===== config.mk =====
export PLATFORM = sky130hd
export DESIGN_NAME = vga_timing_gen_flat
export DESIGN_NICKNAME = d
export VERILOG_FILES = /design/src/rtl/vga_timing_gen_if.sv /design/src/rtl/vga_timing_gen.sv /design/src/flat_wrapper.sv
export SDC_FILE = /design/constraint.sdc
export NUM_CORES = 1
export LEC_CHECK = 0
export ABC_AREA = 0
export BUFFER_PORTS_ARGS = -buffer_cell sky130_fd_sc_hd__buf_2
export CORE_MARGIN = 2
export CORE_UTILIZATION = 55
export CTS_CLUSTER_DIAMETER = 40
export CTS_CLUSTER_SIZE = 24
export DETAILED_ROUTE_END_ITERATION = 10
export GPL_ROUTABILITY_DRIVEN = 0
export HOLD_SLACK_MARGIN = 0.02
export PLACE_DENSITY = 0.78
export SETUP_SLACK_MARGIN = 0.02
export SLEW_MARGIN = 25
export SYNTH_ARGS = -nofsm -noshare
export SYNTH_HDL_FRONTEND = slang
export SYNTH_SLANG_ARGS = --single-unit
export TNS_END_PERCENT = 50

===== constraint.sdc =====
create_clock -name clk -period 2.4 [get_ports clk]
set_input_delay 0.24 -clock clk [delete_from_list [all_inputs] [get_ports clk]]
set_output_delay 0.24 -clock clk [all_outputs]
set_load 0.01 [all_outputs]

===== src/rtl/vga_timing_gen_if.sv =====
// Raster coordinate and sync bus from the VGA timing generator to its consumers
// (tile/bounds map, sprite drawing).
interface vga_timing_gen_if;
   logic [9:0] hcount;
   logic [9:0] vcount;
   logic       hsync;
   logic       vsync;
   logic       video_on;
   logic       pixel_tick;
   logic       line_start;
   logic       frame_start;

   modport master (
      output hcount, vcount, hsync, vsync, video_on, pixel_tick, line_start, frame_start
   );

   modport slave (
      input hcount, vcount, hsync, vsync, video_on, pixel_tick, line_start, frame_start
   );
endinterface


===== src/rtl/vga_timing_gen.sv =====
// VGA raster timing generator: prescaled pixel clock enable, h/v counters, sync,
// active-video flag and line/frame strobes, all registered.
module vga_timing_gen #(
   parameter int unsigned H_VISIBLE = 640,
   parameter int unsigned H_FRONT   = 16,
   parameter int unsigned H_SYNC    = 96,
   parameter int unsigned H_BACK    = 48,
   parameter int unsigned V_VISIBLE = 480,
   parameter int unsigned V_FRONT   = 10,
   parameter int unsigned V_SYNC    = 2,
   parameter int unsigned V_BACK    = 33,
   parameter int unsigned CLK_DIV   = 2,
   parameter bit          SYNC_POL  = 1'b0
) (
   input  logic             clk,
   input  logic             reset,
   vga_timing_gen_if.master vga
);

   localparam int unsigned H_TOTAL = H_VISIBLE + H_FRONT + H_SYNC + H_BACK;
   localparam int unsigned V_TOTAL = V_VISIBLE + V_FRONT + V_SYNC + V_BACK;
   localparam int unsigned PW      = (CLK_DIV > 1) ? $clog2(CLK_DIV) : 1;

   localparam logic [PW-1:0] PRE_LAST = PW'(CLK_DIV - 1);
   localparam logic [9:0]    H_LAST   = 10'(H_TOTAL - 1);
   localparam logic [9:0]    V_LAST   = 10'(V_TOTAL - 1);
   localparam logic [9:0]    H_VIS    = 10'(H_VISIBLE);
   localparam logic [9:0]    V_VIS    = 10'(V_VISIBLE);
   localparam logic [9:0]    HS_FIRST = 10'(H_VISIBLE + H_FRONT);
   localparam logic [9:0]    HS_LAST  = 10'(H_VISIBLE + H_FRONT + H_SYNC - 1);
   localparam logic [9:0]    VS_FIRST = 10'(V_VISIBLE + V_FRONT);
   localparam logic [9:0]    VS_LAST  = 10'(V_VISIBLE + V_FRONT + V_SYNC - 1);

   if (H_TOTAL > 1024 || V_TOTAL > 1024) begin : g_bad_total
      $error("vga_timing_gen: H_TOTAL and V_TOTAL must not exceed 1024");
   end
   if (CLK_DIV < 1) begin : g_bad_div
      $error("vga_timing_gen: CLK_DIV must be at least 1");
   end

   logic [PW-1:0] prescale_q, prescale_d;
   logic [9:0]    hcount_q, hcount_d;
   logic [9:0]    vcount_q, vcount_d;
   logic          hsync_q, hsync_d;
   logic          vsync_q, vsync_d;
   logic          video_on_q, video_on_d;
   logic          pixel_tick_q, pixel_tick_d;
   logic          line_start_q, line_start_d;
   logic          frame_start_q, frame_start_d;
   logic          advance;

   always_comb begin
      advance    = (prescale_q == PRE_LAST);
      prescale_d = prescale_q + PW'(1);
      hcount_d   = hcount_q;
      vcount_d   = vcount_q;

      if (advance) begin
         prescale_d = '0;
         if (hcount_q == H_LAST) begin
            hcount_d = '0;
            vcount_d = (vcount_q == V_LAST) ? 10'd0 : vcount_q + 10'd1;
         end else begin
            hcount_d = hcount_q + 10'd1;
         end
      end

      // Decoded from next counter values so everything moves on the same edge
      hsync_d       = ((hcount_d >= HS_FIRST) && (hcount_d <= HS_LAST)) ? SYNC_POL : ~SYNC_POL;
      vsync_d       = ((vcount_d >= VS_FIRST) && (vcount_d <= VS_LAST)) ? SYNC_POL : ~SYNC_POL;
      video_on_d    = (hcount_d < H_VIS) && (vcount_d < V_VIS);
      pixel_tick_d  = advance;
      line_start_d  = advance && (hcount_d == 10'd0);
      frame_start_d = line_start_d && (vcount_d == 10'd0);
   end

   // Reset parks the counters on the last coordinate so the first advance is a frame start
   always_ff @(posedge clk) begin
      if (reset) begin
         prescale_q    <= '0;
         hcount_q      <= H_LAST;
         vcount_q      <= V_LAST;
         hsync_q       <= ~SYNC_POL;
         vsync_q       <= ~SYNC_POL;
         video_on_q    <= 1'b0;
         pixel_tick_q  <= 1'b0;
         line_start_q  <= 1'b0;
         frame_start_q <= 1'b0;
      end else begin
         prescale_q    <= prescale_d;
         hcount_q      <= hcount_d;
         vcount_q      <= vcount_d;
         hsync_q       <= hsync_d;
         vsync_q       <= vsync_d;
         video_on_q    <= video_on_d;
         pixel_tick_q  <= pixel_tick_d;
         line_start_q  <= line_start_d;
         frame_start_q <= frame_start_d;
      end
   end

   assign vga.hcount      = hcount_q;
   assign vga.vcount      = vcount_q;
   assign vga.hsync       = hsync_q;
   assign vga.vsync       = vsync_q;
   assign vga.video_on    = video_on_q;
   assign vga.pixel_tick  = pixel_tick_q;
   assign vga.line_start  = line_start_q;
   assign vga.frame_start = frame_start_q;

endmodule


===== src/flat_wrapper.sv =====
// flat-port wrapper written by rule: the top's interface ports become plain ports
module vga_timing_gen_flat 
#(
   parameter int unsigned H_VISIBLE = 640,
   parameter int unsigned H_FRONT   = 16,
   parameter int unsigned H_SYNC    = 96,
   parameter int unsigned H_BACK    = 48,
   parameter int unsigned V_VISIBLE = 480,
   parameter int unsigned V_FRONT   = 10,
   parameter int unsigned V_SYNC    = 2,
   parameter int unsigned V_BACK    = 33,
   parameter int unsigned CLK_DIV   = 2,
   parameter bit          SYNC_POL  = 1'b0
)
  (clk, reset, vga_hcount, vga_vcount, vga_hsync, vga_vsync, vga_video_on, vga_pixel_tick, vga_line_start, vga_frame_start);
  vga_timing_gen_if vga_i ();
  input  logic clk;
  input  logic reset;
  output wire logic [$bits(vga_i.hcount)-1:0] vga_hcount;
  output wire logic [$bits(vga_i.vcount)-1:0] vga_vcount;
  output wire logic [$bits(vga_i.hsync)-1:0] vga_hsync;
  output wire logic [$bits(vga_i.vsync)-1:0] vga_vsync;
  output wire logic [$bits(vga_i.video_on)-1:0] vga_video_on;
  output wire logic [$bits(vga_i.pixel_tick)-1:0] vga_pixel_tick;
  output wire logic [$bits(vga_i.line_start)-1:0] vga_line_start;
  output wire logic [$bits(vga_i.frame_start)-1:0] vga_frame_start;
  assign vga_hcount = vga_i.hcount;
  assign vga_vcount = vga_i.vcount;
  assign vga_hsync = vga_i.hsync;
  assign vga_vsync = vga_i.vsync;
  assign vga_video_on = vga_i.video_on;
  assign vga_pixel_tick = vga_i.pixel_tick;
  assign vga_line_start = vga_i.line_start;
  assign vga_frame_start = vga_i.frame_start;
  vga_timing_gen #(.H_VISIBLE(H_VISIBLE), .H_FRONT(H_FRONT), .H_SYNC(H_SYNC), .H_BACK(H_BACK), .V_VISIBLE(V_VISIBLE), .V_FRONT(V_FRONT), .V_SYNC(V_SYNC), .V_BACK(V_BACK), .CLK_DIV(CLK_DIV), .SYNC_POL(SYNC_POL)) u_core (.clk(clk), .reset(reset), .vga(vga_i));
endmodule

==> impl_metrics.json <==
{
  "final_common_cell": "buf_2",
  "arrival_ns": 2.51,
  "hold_viol_final": 0,
  "fin_crit_sh_pct": 93.0,
  "antenna_found_initial": 0,
  "n_fill_cell": 243,
  "io_pins": 28,
  "layout_common_cells": "27 x buf_2, 25 x dfxtp_1, 17 x nand2_1, 17 x nor2_1, 12 x nand3_1",
  "drive_above_1_share_pct": 23.8,
  "start_kind": "register",
  "r2r_cells": 8,
  "tritoncts": "yes",
  "path_cells": "ha_2 > and4_4 > nand4_4 > buf_4 > o31ai_4 > a22oi_2 > nor4b_1 > and4_1",
  "start_util_pct": 58.4,
  "remaining_drc_errors": 0,
  "p_leak_nw": 0.719,
  "antenna_left": 0,
  "rsz0062_at_grt": "no",
  "maxCapViolCount": 0,
  "cts_made_buffers": 3,
  "syn_inst": 192,
  "clock-root-buffer": "clkbuf_4",
  "syn_area_per_cell_um2": 8.46,
  "max_slew.worst_pin.slew_ns": 0.480,
  "worst-path-buf-inv": 1,
  "ys_seq_area_share_pct": 33.3,
  "reg2reg_to": "u_core.vga.frame_start",
  "status": "finished, final reports clean",
  "final_util_pct": 63.4,
  "holdWs_ns": 0.296,
  "first_pass_iters": 4,
  "n_antenna_cell": 0,
  "fp-row-count": 19,
  "synthArstFlopShare_pct": 0,
  "crit_path_max_incr_delay_ns": 0.41,
  "path_clk_slew_ns": 0.15,
  "syn_area_um2": 1620,
  "grt_pass1_vias": 1291,
  "endpoint_kind": "register",
  "crit_type": "register to register",
  "syn-num-nets": 197,
  "crit_family": "simple AND/OR/NAND/NOR gates",
  "ir_drop_uv": 461,
  "pre_cts_slack_ns": 0.00689,
  "holdPathEnd": "u_core.vga.pixel_tick",
  "synth.area.top_cells": "dfxtp_1 33%, nand2_1 3.9%, nor2_1 3.9%",
  "routedWlPerCell_um": 14.7,
  "cts_setup_buffers": 0,
  "setup_slack_ns": 0.168,
  "vias": 1506,
  "viasPerCell": 6.15,
  "dieHeight_um": 58.3,
  "period_needed_ns": 2.23,
  "yosysTopAreaCellShare_pct": 33.3,
  "core_area_um2": 2780,
  "grt_util_all_layers_pct": 22.7,
  "max_freq_mhz": 448,
  "skew_ns": 0.00562,
  "synth-main-ff-cell": "dfxtp_1",
  "min-delay-start": "reset",
  "ys_seq_elements": 27,
  "die_x_um": 58.3,
  "overflow": 0,
  "fin_nets": 220,
  "drtIter0Drc": 49,
  "insertion_delay_ns": 0.33,
  "cpMaxStageDelayCell": "dfxtp_2",
  "r2r_start": "u_core.vga.hcount[0]",
  "htreeDepth": 1,
  "fin_setup_tns_ns": 0,
  "grt_pass1_wl_um": 6070,
  "io_buffer_count": 27,
  "wl_um": 3610,
  "rrSetupSlack_ns": 0.17,
  "hp-class": "input port to register",
  "slew_headroom_pct": 67.2,
  "hold_depth": 2,
  "report.final.slew_viol_count": 0,
  "synth-edff-count": 0,
  "ys.warnings.count": 0,
  "dieArea_um2": 3400,
  "synth_top_cell_by_area": "dfxtp_1",
  "cts_num_sinks": 27,
  "grt_max_degree": 24,
  "yosysUniqueCellTypes": 50,
  "critPathRequiredTime_ns": 2.68,
  "clk_path_buf_depth": 2,
  "cellPowerDensity_nw_per_um2": 588,
  "hpwl_um": 2650,
  "finalSetupViolCount": 0,
  "cp_max_fo": 10,
  "syn_to_final_growth_pct": 8.63
}
layout make-up:
| cell class | instances | area (um2) | share of cell area [%] |
|---|---|---|---|
| Sequential cell | 27 | 543 | 30.8 |
| Multi-Input combinational cell | 147 | 972 | 55.1 |
| Inverter | 5 | 18.8 | 1.06 |
| Tap cell | 31 | 38.8 | 2.20 |
| Clock buffer | 4 | 26.3 | 1.49 |
| Timing Repair Buffer | 31 | 165 | 9.36 |
cells in the mapped netlist, drive strengths merged (3+ instances only):
| master | n |
|---|---|
| dfxtp | 27 |
| nand2 | 17 |
| nor2 | 17 |
| nand3 | 12 |
| a21oi | 11 |
| o21ai | 8 |
| clkbuf | 7 |
| xor2 | 7 |
| and3 | 6 |
| buf | 6 |
| nand4 | 6 |
| inv | 5 |
| nor3 | 5 |
| xnor2 | 5 |
| and2 | 4 |
| a211o | 3 |
| and4 | 3 |
| ha | 3 |
| nand2b | 3 |
| nand3b | 3 |
| nor4 | 3 |
| o21a | 3 |
| o31ai | 3 |
logic make-up (layout without fill, tap and decap cells):
group	count (synthesis)	in the layout	synth area share, %
XOR/XNOR	12	12	6.47
buffers and inverters	18	40	7.16
AO/OA/AOI/OAI	42	42	18.3
adder cells (fa/ha/maj)	3	3	2.31
AND/OR/NAND/NOR	90	90	32.4
flip-flops	27	27	33.3
per-stage QoR:
step / cells / cell area [um2] / power (W)
after floorplan: 192 / 1620 / 0.000766
after global placement: 241 / 1730 / 0.000818
after detailed placement: 241 / 1730 / 0.000833
after CTS: 245 / 1760 / 0.00103
after global routing: 245 / 1760 / 0.00110
final: 245 / 1760 / 0.00104
layer usage:
| metal | up-vias | wire length, um | part of all wire (%) | global-route usage [%] |
|---|---|---|---|---|
| li1 | 740 | - | - | - |
| met1 | 709 | 1630 | 45 | 32.5 |
| met2 | 51 | 1710 | 47 | 35.2 |
| met3 | 6 | 230 | 6.4 | 3.52 |
| met4 | 0 | 39 | 1.1 | 6.98 |
| met5 | - | 0 | 0 | 0 |
power by group:
| part | total (W) | leakage, nW | internal [W] | switching (W) |
|---|---|---|---|---|
| Combinational | 0.000315 | 0.484 | 0.000136 | 0.000179 |
| Sequential | 0.000522 | 0.220 | 0.000475 | 0.0000461 |
| Clock | 0.000201 | 0.0150 | 0.0000651 | 0.000136 |
worst max path at each step:
stage	from	end	slack, ns	depth (start not counted)
floorplan	u_core.vga.hcount[0]	u_core.vga.frame_start	0.24	8
global placement	u_core.vga.hcount[0]	u_core.vga.frame_start	0.19	7
detailed placement	u_core.vga.hcount[0]	u_core.vga.frame_start	0.007	8
CTS	u_core.vga.hcount[1]	u_core.vga.frame_start	0.06	8
global route	u_core.vga.hcount[0]	u_core.vga.frame_start	0.02	8
finish	u_core.vga.hcount[0]	u_core.vga.frame_start	0.17	8
what timing repair did:
item | 4_1_cts | 5_1_grt
hold endpoints to repair | 0 | 0
gates resized for setup | 2 | 3
setup endpoints to repair | 2 | 4
hold buffers | 0 | 0
(Power assumes the default switching activity.)
